[config.mk]
export PLATFORM = sky130hd
export DESIGN_NAME = multicycle_control
export DESIGN_NICKNAME = d
export VERILOG_FILES = /design/src/rtl/multicycle_control.sv
export SDC_FILE = /design/constraint.sdc
export NUM_CORES = 1
export LEC_CHECK = 0
export ABC_AREA = 1
export BUFFER_PORTS_ARGS = -buffer_cell sky130_fd_sc_hd__buf_4
export CAP_MARGIN = 20
export CORE_ASPECT_RATIO = 0.7
export CORE_UTILIZATION = 40
export CTS_CLUSTER_SIZE = 16
export DETAILED_ROUTE_END_ITERATION = 10
export PLACE_DENSITY = 0.76
export SYNTH_ARGS = -nofsm -noshare
export SYNTH_HDL_FRONTEND = slang
export SYNTH_SLANG_ARGS = --single-unit
export TNS_END_PERCENT = 30
[constraint.sdc]
create_clock -name clk -period 2.97 [get_ports clk]
set_input_delay 0.7425 -clock clk [delete_from_list [all_inputs] [get_ports clk]]
set_output_delay 0.7425 -clock clk [all_outputs]
set_load 0.01 [all_outputs]
[src/rtl/multicycle_control.sv]
// Multicycle RV32I control unit: steps one instruction at a time through
// IF/ID/EX/MEM/WB, decodes the datapath controls from the instruction word,
// handshakes data-memory accesses with mem_ready and counts retired instructions.
module multicycle_control #(
    parameter int INSTRET_WIDTH = 32
) (
    input  logic                     clk,
    input  logic                     rst,
    input  logic [31:0]              instr,
    input  logic                     Zero,
    input  logic                     mem_ready,
    output logic                     PCSrc,
    output logic                     ALUSrc,
    output logic                     RegWrite,
    output logic                     MemToReg,
    output logic [3:0]               ALUCtrl,
    output logic                     loadPC,
    output logic                     MemRead,
    output logic                     MemWrite,
    output logic [2:0]               state,
    output logic                     illegal,
    output logic [INSTRET_WIDTH-1:0] instret
);

    typedef enum logic [2:0] {
        S_IF  = 3'd0,
        S_ID  = 3'd1,
        S_EX  = 3'd2,
        S_MEM = 3'd3,
        S_WB  = 3'd4
    } state_t;

    localparam logic [3:0] ALU_AND = 4'b0000;
    localparam logic [3:0] ALU_OR  = 4'b0001;
    localparam logic [3:0] ALU_ADD = 4'b0010;
    localparam logic [3:0] ALU_SUB = 4'b0110;
    localparam logic [3:0] ALU_SLT = 4'b0111;
    localparam logic [3:0] ALU_SRL = 4'b1000;
    localparam logic [3:0] ALU_SLL = 4'b1001;
    localparam logic [3:0] ALU_SRA = 4'b1010;
    localparam logic [3:0] ALU_XOR = 4'b1101;

    state_t                   state_q, state_d;
    logic                     branch_taken_q, branch_taken_d;
    logic [INSTRET_WIDTH-1:0] instret_q, instret_d;

    logic [6:0] opcode;
    logic [2:0] funct3;
    logic       funct7_5;
    logic       is_r, is_i, is_lw, is_sw, is_beq, is_bne, is_legal;

    // Register numbers and immediates belong to the datapath, not to control
    logic       unused_instr_bits;

    assign opcode            = instr[6:0];
    assign funct3            = instr[14:12];
    assign funct7_5          = instr[30];
    assign unused_instr_bits = ^{instr[31], instr[29:15], instr[11:7]};

    // Instruction class decode; anything outside the supported subset is illegal
    always_comb begin
        is_r     = (opcode == 7'b0110011);
        is_i     = (opcode == 7'b0010011);
        is_lw    = (opcode == 7'b0000011) && (funct3 == 3'b010);
        is_sw    = (opcode == 7'b0100011) && (funct3 == 3'b010);
        is_beq   = (opcode == 7'b1100011) && (funct3 == 3'b000);
        is_bne   = (opcode == 7'b1100011) && (funct3 == 3'b001);
        is_legal = is_r | is_i | is_lw | is_sw | is_beq | is_bne;
    end

    // ALU operand/operation decode, purely from the instruction so it holds in every state
    always_comb begin
        ALUSrc  = is_i | is_lw | is_sw;
        ALUCtrl = ALU_ADD;
        if (is_r || is_i) begin
            case (funct3)
                3'b000:  ALUCtrl = (is_r && funct7_5) ? ALU_SUB : ALU_ADD;
                3'b001:  ALUCtrl = ALU_SLL;
                3'b010:  ALUCtrl = ALU_SLT;
                3'b011:  ALUCtrl = ALU_SLT;
                3'b100:  ALUCtrl = ALU_XOR;
                3'b101:  ALUCtrl = funct7_5 ? ALU_SRA : ALU_SRL;
                3'b110:  ALUCtrl = ALU_OR;
                default: ALUCtrl = ALU_AND;
            endcase
        end else if (is_beq || is_bne) begin
            ALUCtrl = ALU_SUB;
        end
    end

    // Next-state and strobe generation; reset suppresses every strobe in its own cycle
    always_comb begin
        state_d        = state_q;
        branch_taken_d = branch_taken_q;
        instret_d      = instret_q;
        PCSrc          = 1'b0;
        RegWrite       = 1'b0;
        MemToReg       = 1'b0;
        loadPC         = 1'b0;
        MemRead        = 1'b0;
        MemWrite       = 1'b0;
        illegal        = 1'b0;

        case (state_q)
            S_IF: begin
                state_d = S_ID;
            end
            S_ID: begin
                illegal = ~is_legal;
                state_d = S_EX;
            end
            S_EX: begin
                branch_taken_d = (is_beq & Zero) | (is_bne & ~Zero);
                state_d        = (is_lw || is_sw) ? S_MEM : S_WB;
            end
            S_MEM: begin
                MemRead  = is_lw;
                MemWrite = is_sw;
                if (mem_ready) begin
                    state_d = S_WB;
                end
            end
            S_WB: begin
                loadPC    = 1'b1;
                PCSrc     = branch_taken_q;
                RegWrite  = is_r | is_i | is_lw;
                MemToReg  = is_lw;
                MemRead   = is_lw;
                instret_d = instret_q + {{(INSTRET_WIDTH-1){1'b0}}, 1'b1};
                state_d   = S_IF;
            end
            default: begin
                state_d = S_IF;
            end
        endcase

        if (rst) begin
            PCSrc    = 1'b0;
            RegWrite = 1'b0;
            loadPC   = 1'b0;
            MemRead  = 1'b0;
            MemWrite = 1'b0;
            illegal  = 1'b0;
        end
    end

    // State, latched branch decision and retired-instruction counter
    always_ff @(posedge clk) begin
        if (rst) begin
            state_q        <= S_IF;
            branch_taken_q <= 1'b0;
            instret_q      <= '0;
        end else begin
            state_q        <= state_d;
            branch_taken_q <= branch_taken_d;
            instret_q      <= instret_d;
        end
    end

    assign state   = state_q;
    assign instret = instret_q;

endmodule
==> results of run 1 <==
[per-layer routing]
| layer | part of all wire | track usage | wire, µm | up-vias |
|---|---|---|---|---|
| met5 | 0 | 0 | 0 | - |
| met4 | 0.0060 | 0.0512 | 36 | 0 |
| met3 | 0.067 | 0.0580 | 401 | 5 |
| met2 | 0.40 | 0.299 | 2380 | 90 |
| met1 | 0.53 | 0.333 | 3210 | 1111 |
| li1 | - | - | - | 1286 |
[cells by family (layout without fill, tap and decap cells)]
family | count (synthesis) | after routing
xor+xnor | 5 | 5
simple gates | 241 | 241
compound gates | 33 | 33
buf+inv | 45 | 110
fa+ha+maj | 1 | 1
flops | 36 | 36
[how the worst max path moves through the flow]
stage / depth (start not counted) / slack, ps / endpoint / start
6_report: 5 / 370 / RegWrite / instr[14]
5_1_grt: 6 / 310 / RegWrite / instr[13]
4_1_cts: 5 / 420 / RegWrite / instr[14]
2_1_floorplan: 5 / 760 / RegWrite / instr[3]
3_5_place_dp: 5 / 410 / RegWrite / instr[14]
3_3_place_gp: 5 / 420 / RegWrite / instr[14]
[flip-flops by register name, summed over array words and instances, names as in the netlist]
signal,cells
branch_taken_q,1
instret,32
state,3
[where the power goes]
part / leakage (µW) / internal [µW] / total, µW / switching (µW)
registers: 0.000291 / 489 / 498 / 8.86
logic: 0.000883 / 39.4 / 94.0 / 54.6
clock network: 0.0000552 / 249 / 425 / 176
total: 0.00123 / 778 / 1020 / 239
[worst max-delay path: cells and delay by family]
family,cells,cell delay [ps]
compound gates,1,190
simple gates,2,640
buf+inv,2,270
[Yosys cell counts, drive strengths merged]
cell     n  area [µm²]
and3     1        6.26
dfxtp   36         721
a31o     1        8.76
buf      2        16.3
nand3   38         190
ha       1        12.5
a21oi   20         100
xnor2    3        26.3
o21ai    8        40.0
nand4    6        37.5
clkbuf   3        11.3
a31oi    2        12.5
nor2    92         370
xor2     2        17.5
inv     40         150
nor4     1        6.26
nand3b   1        7.51
nand2   89         339
nor3b    1        7.51
o21bai   2        15.0
nor3    12        60.1
[per-stage QoR]
stage	utilization	std cells	setup slack (ps)
floorplan	-	361	755
global placement	0.540	487	418
detailed placement	0.540	487	415
CTS	0.561	495	416
global route	0.561	495	308
finish	0.561	495	366
[area by class of cell]
type	count	area [µm²]
multi-input combinational	280	1260
clock buffer	6	72.6
inverter	40	150
tap	69	86.3
clock inverter	2	35.0
sequential	36	721
fill	472	2180
timing repair buffer	62	465
==> results.cfg, run 1 <==
[worst_hold_path]
holdCritStartpoint = instret[4]
hold_path_class = reg -> reg
whs_endpoint = instret[4]
whs_path_depth = 1

[drt]
drt-wirelength-per-cell_um = 12.2
drt_first_pass_iters = 5
vias_per_cell = 5.03
antenna_left = 0
vias = 2492
drc = 0
drt_iter0_drc = 298
totalWireLength_um = 6030

[timing]
finalSetupTns_ps = 0
slew_violations = 0
slew_headroom = 0.711
holdWs_ps = 521
period_needed_ps = 2600
max_freq_mhz = 384
grt_setup_unrepaired = no
hold_viol = 0
fin_crit_sh = 0.877
setup-violations-final = 0
clock_skew_ps = 6.24
worstMarginPinSlew_ps = 431

[global_route]
grt_first_pass_wirelength_um = 9920
antenna_found_initial = 0
grt_use_total = 0.219
grt_pass1_vias = 2092
grt_max_degree = 24
grt_overflow = 0

[worst_setup_path]
cpPeakStageDelay_ps = 390
worst-path-max-fanout = 7
critPathCaptureType = output port
crit_top_cell = buf_4
worstPathArrival_ps = 1860
crit_slowest_cell = nor3_1
worstRegToRegCells = 8
r2r-end = instret[10]
startpoint_type = primary input
cp.required_ps = 2230
path_cells = buf_4 > nor3_1 > nand4_1 > a21oi_1 > buf_4
r2r_slack_ps = 1280
rr_startpoint = instret[0]
worstSetupPathType = in -> out

[cts]
clkLatencyLatePin_ps = 290
post-cts-setup-buffers = 0
cts-root-buf = clkbuf_8
clock_sinks = 36
cts_tree = yes
cts_resized = 0
ctsHoldBuffers = 0
htree_levels = 2
cts_inserted_buffers = 5
cts.clk_slew.worst_paths_ps = 70
clk_path_buf_depth = 2

[power]
powerDensity_nw_per_um2 = 365
leakage_uw = 0.00123
ir_drop_mv = 0.224
total_power_uw = 1020

[cells_and_area]
layout_common_cells = nand2_1, nor2_1, buf_4, inv_1, nand3_1
nets = 462
drive_gt1_frac = 0.188
fin_area_um2 = 2790
area_delta_synth_final_pct = 29.3
final_common_cell = nand2_1
n_antenna_cell = 0

[die]
start_util = 0.434
rows = 21
die_y_um = 63.4
dieArea_um2 = 5690
die_x_um = 89.7
core_um2 = 4970
io_pins = 83

[flow_run]
maxCapViolCount = 0

[synthesis]
synth_simple_gate_area_frac = 0.475
synth_top_family_by_area = simple AND/OR/NAND/NOR gates
syn_area_um2 = 2160
yosysSeqAreaShare = 0.334
yosysWarnings = 0
ys_types = 25
synthCells = 361
synth.ff_latch_count = 36
synth_compound_area_frac = 0.0818
syn_nets = 398
synth_adder_area_share = 0.00580
postSynthAreaPerCell_um2 = 5.97
synth.area.mux_share = 0
synthXorXnorAreaFrac = 0.0203

[place]
dpl_cell_area_um2 = 2680
port_buffers = 61
post-dp-hpwl_um = 4710
gp_congestion = 0.876

[outcome]
status = completed
(Power assumes the default switching activity.)
==> inputs of run 2 (changes only) <==
CORE_UTILIZATION = 37   (was 40)
PLACE_DENSITY = 0.72   (was 0.76)
==> run 2 against run 1 <==
  * Via count up 1.5%
  * Final area about the same
  * Flip-flop and latch count unchanged
  * Worst setup slack worse by 21 ps
  * Worst hold slack better by 2.2 ps
  * Total power down 4.2%
  * Highest routed layer unchanged
  * Clock power down 10%
  * First-iteration DRC count down 39%
  * Clock-buffer cell count up 1
  * Combinational power up 1%
==> results.cfg, run 2 (synthesis gave the netlist of run 1 again) <==
[die]
rows = 22
die_y_um = 65.9
start_util = 0.398
die_x_um = 93.2
core_um2 = 5420
io_pins = 83
dieArea_um2 = 6140

[cells_and_area]
n_antenna_cell = 0
final_common_cell = nand2_1
largest_reg_flops = 32
drive_gt1_frac = 0.190
final_util = 0.514
final_cells = 499
n_fill_cell = 552
nets = 463
area_delta_synth_final_pct = 29.2
layout_common_cells = nand2_1, nor2_1, buf_4, inv_1, nand3_1

[global_route]
grt_pass1_vias = 2183
grt_max_degree = 24
antenna_found_initial = 0
grt_use_total = 0.213
grt_overflow = 0
grt_first_pass_wirelength_um = 10200

[cts]
htree_levels = 2
cts-root-buf = clkbuf_8
cts_resized = 0
cts_inserted_buffers = 5
ctsHoldBuffers = 0
cts_tree = yes
cts.clk_slew.worst_paths_ps = 80
clkLatencyLatePin_ps = 300
post-cts-setup-buffers = 0
clock_sinks = 36
clk_path_buf_depth = 2

[place]
post-dp-hpwl_um = 4860
dp.cells = 491
pre_cts_ws_ps = 423
gp_congestion = 0.900
port_buffers = 61

[worst_setup_path]
worstPathArrival_ps = 1880
worst-path-max-fanout = 7
critPathCaptureType = output port
startpoint_type = primary input
worstSetupPathType = in -> out
cp.required_ps = 2230

[outcome]
status = completed

[power]
combPwrFrac = 0.098
pwr-share-seq = 0.511
powerDensity_nw_per_um2 = 350
ir_drop_mv = 0.171
p_switching_uw = 256
p_int_uw = 718
p_clk_frac = 0.391
p_sw_frac = 0.263
leakage_uw = 0.00122

[drt]
antenna_left = 0
totalWireLength_um = 6260
drt-wirelength-per-cell_um = 12.5
vias_per_cell = 5.07
drt_iter0_drc = 183
drt_first_pass_iters = 5
drc = 0
vias = 2530

[timing]
clock_skew_ps = 11.0
hold_viol = 0
worst_slack_ps = 345
period_needed_ps = 2630
finalSetupTns_ps = 0
fin_crit_sh = 0.884
grt_setup_unrepaired = no
slew_violations = 0
setup-violations-final = 0
worstMarginPinSlew_ps = 469
max_freq_mhz = 381
slew_headroom = 0.685

[flow_run]
maxCapViolCount = 0

[worst_hold_path]
hold_path_class = reg -> reg
run 2: cell count changes in the layout (fill, tap and decap cells not counted):
cell,delta
clkinv_2,-1
bufinv_16,-1
buf_4,+1
clkbuf_8,+1
clkinvlp_4,+1
run 2: path summary, 6_finish.rpt:
| check | start | endpoint | slack, ps | depth (start not counted) |
|---|---|---|---|---|
| hold / removal | instret[4] | instret[4] | 520 | 1 |
| setup reg to reg | instret[0] | instret[10] | 1250 | 8 |
| hold reg to reg | instret[4] | instret[4] | 520 | 1 |
| setup / recovery | instr[14] | ALUSrc | 340 | 6 |
run 2: per-stage QoR:
step,hold slack (ps),power [µW],instance area (µm²)
2_1_floorplan,496,562,2160
3_3_place_gp,488,601,2690
3_5_place_dp,496,604,2690
4_1_cts,517,975,2790
5_1_grt,562,1010,2790
6_report,523,974,2790
run 2: worst max-delay path: stages:
cell,delay (ps)
buf_4,130
nor3_1,420
nand2_1,90
nor2_1,230
a31o_2,150
buf_4,110
run 2: layout make-up:
| type | count | area (µm²) | share of cell area |
|---|---|---|---|
| repair buffers | 63 | 473 | 0.170 |
| clock buffers | 7 | 86.3 | 0.0310 |
| clock inverters | 1 | 7.51 | 0.00270 |
| flip-flops and latches | 36 | 721 | 0.259 |
| multi-input cells | 280 | 1260 | 0.451 |
| inverters | 40 | 150 | 0.0539 |
| well taps | 72 | 90.1 | 0.0323 |
run 2: per-layer routing:
metal / GRT usage / routed length [µm] / share of wire
met1: 0.315 / 3150 / 0.50
met3: 0.0414 / 474 / 0.076
met4: 0.0577 / 56 / 0.0090
met5: 0 / 0 / 0
met2: 0.309 / 2580 / 0.41
run 2: power groups by stage:
stage / combinational [µW] / clock, µW / sequential, µW
2_1_floorplan: 52.0 / 0 / 510
3_3_place_gp: 92.0 / 0 / 509
3_5_place_dp: 94.2 / 0 / 510
4_1_cts: 94.6 / 382 / 498
5_1_grt: 106 / 406 / 500
6_report: 95.4 / 381 / 498
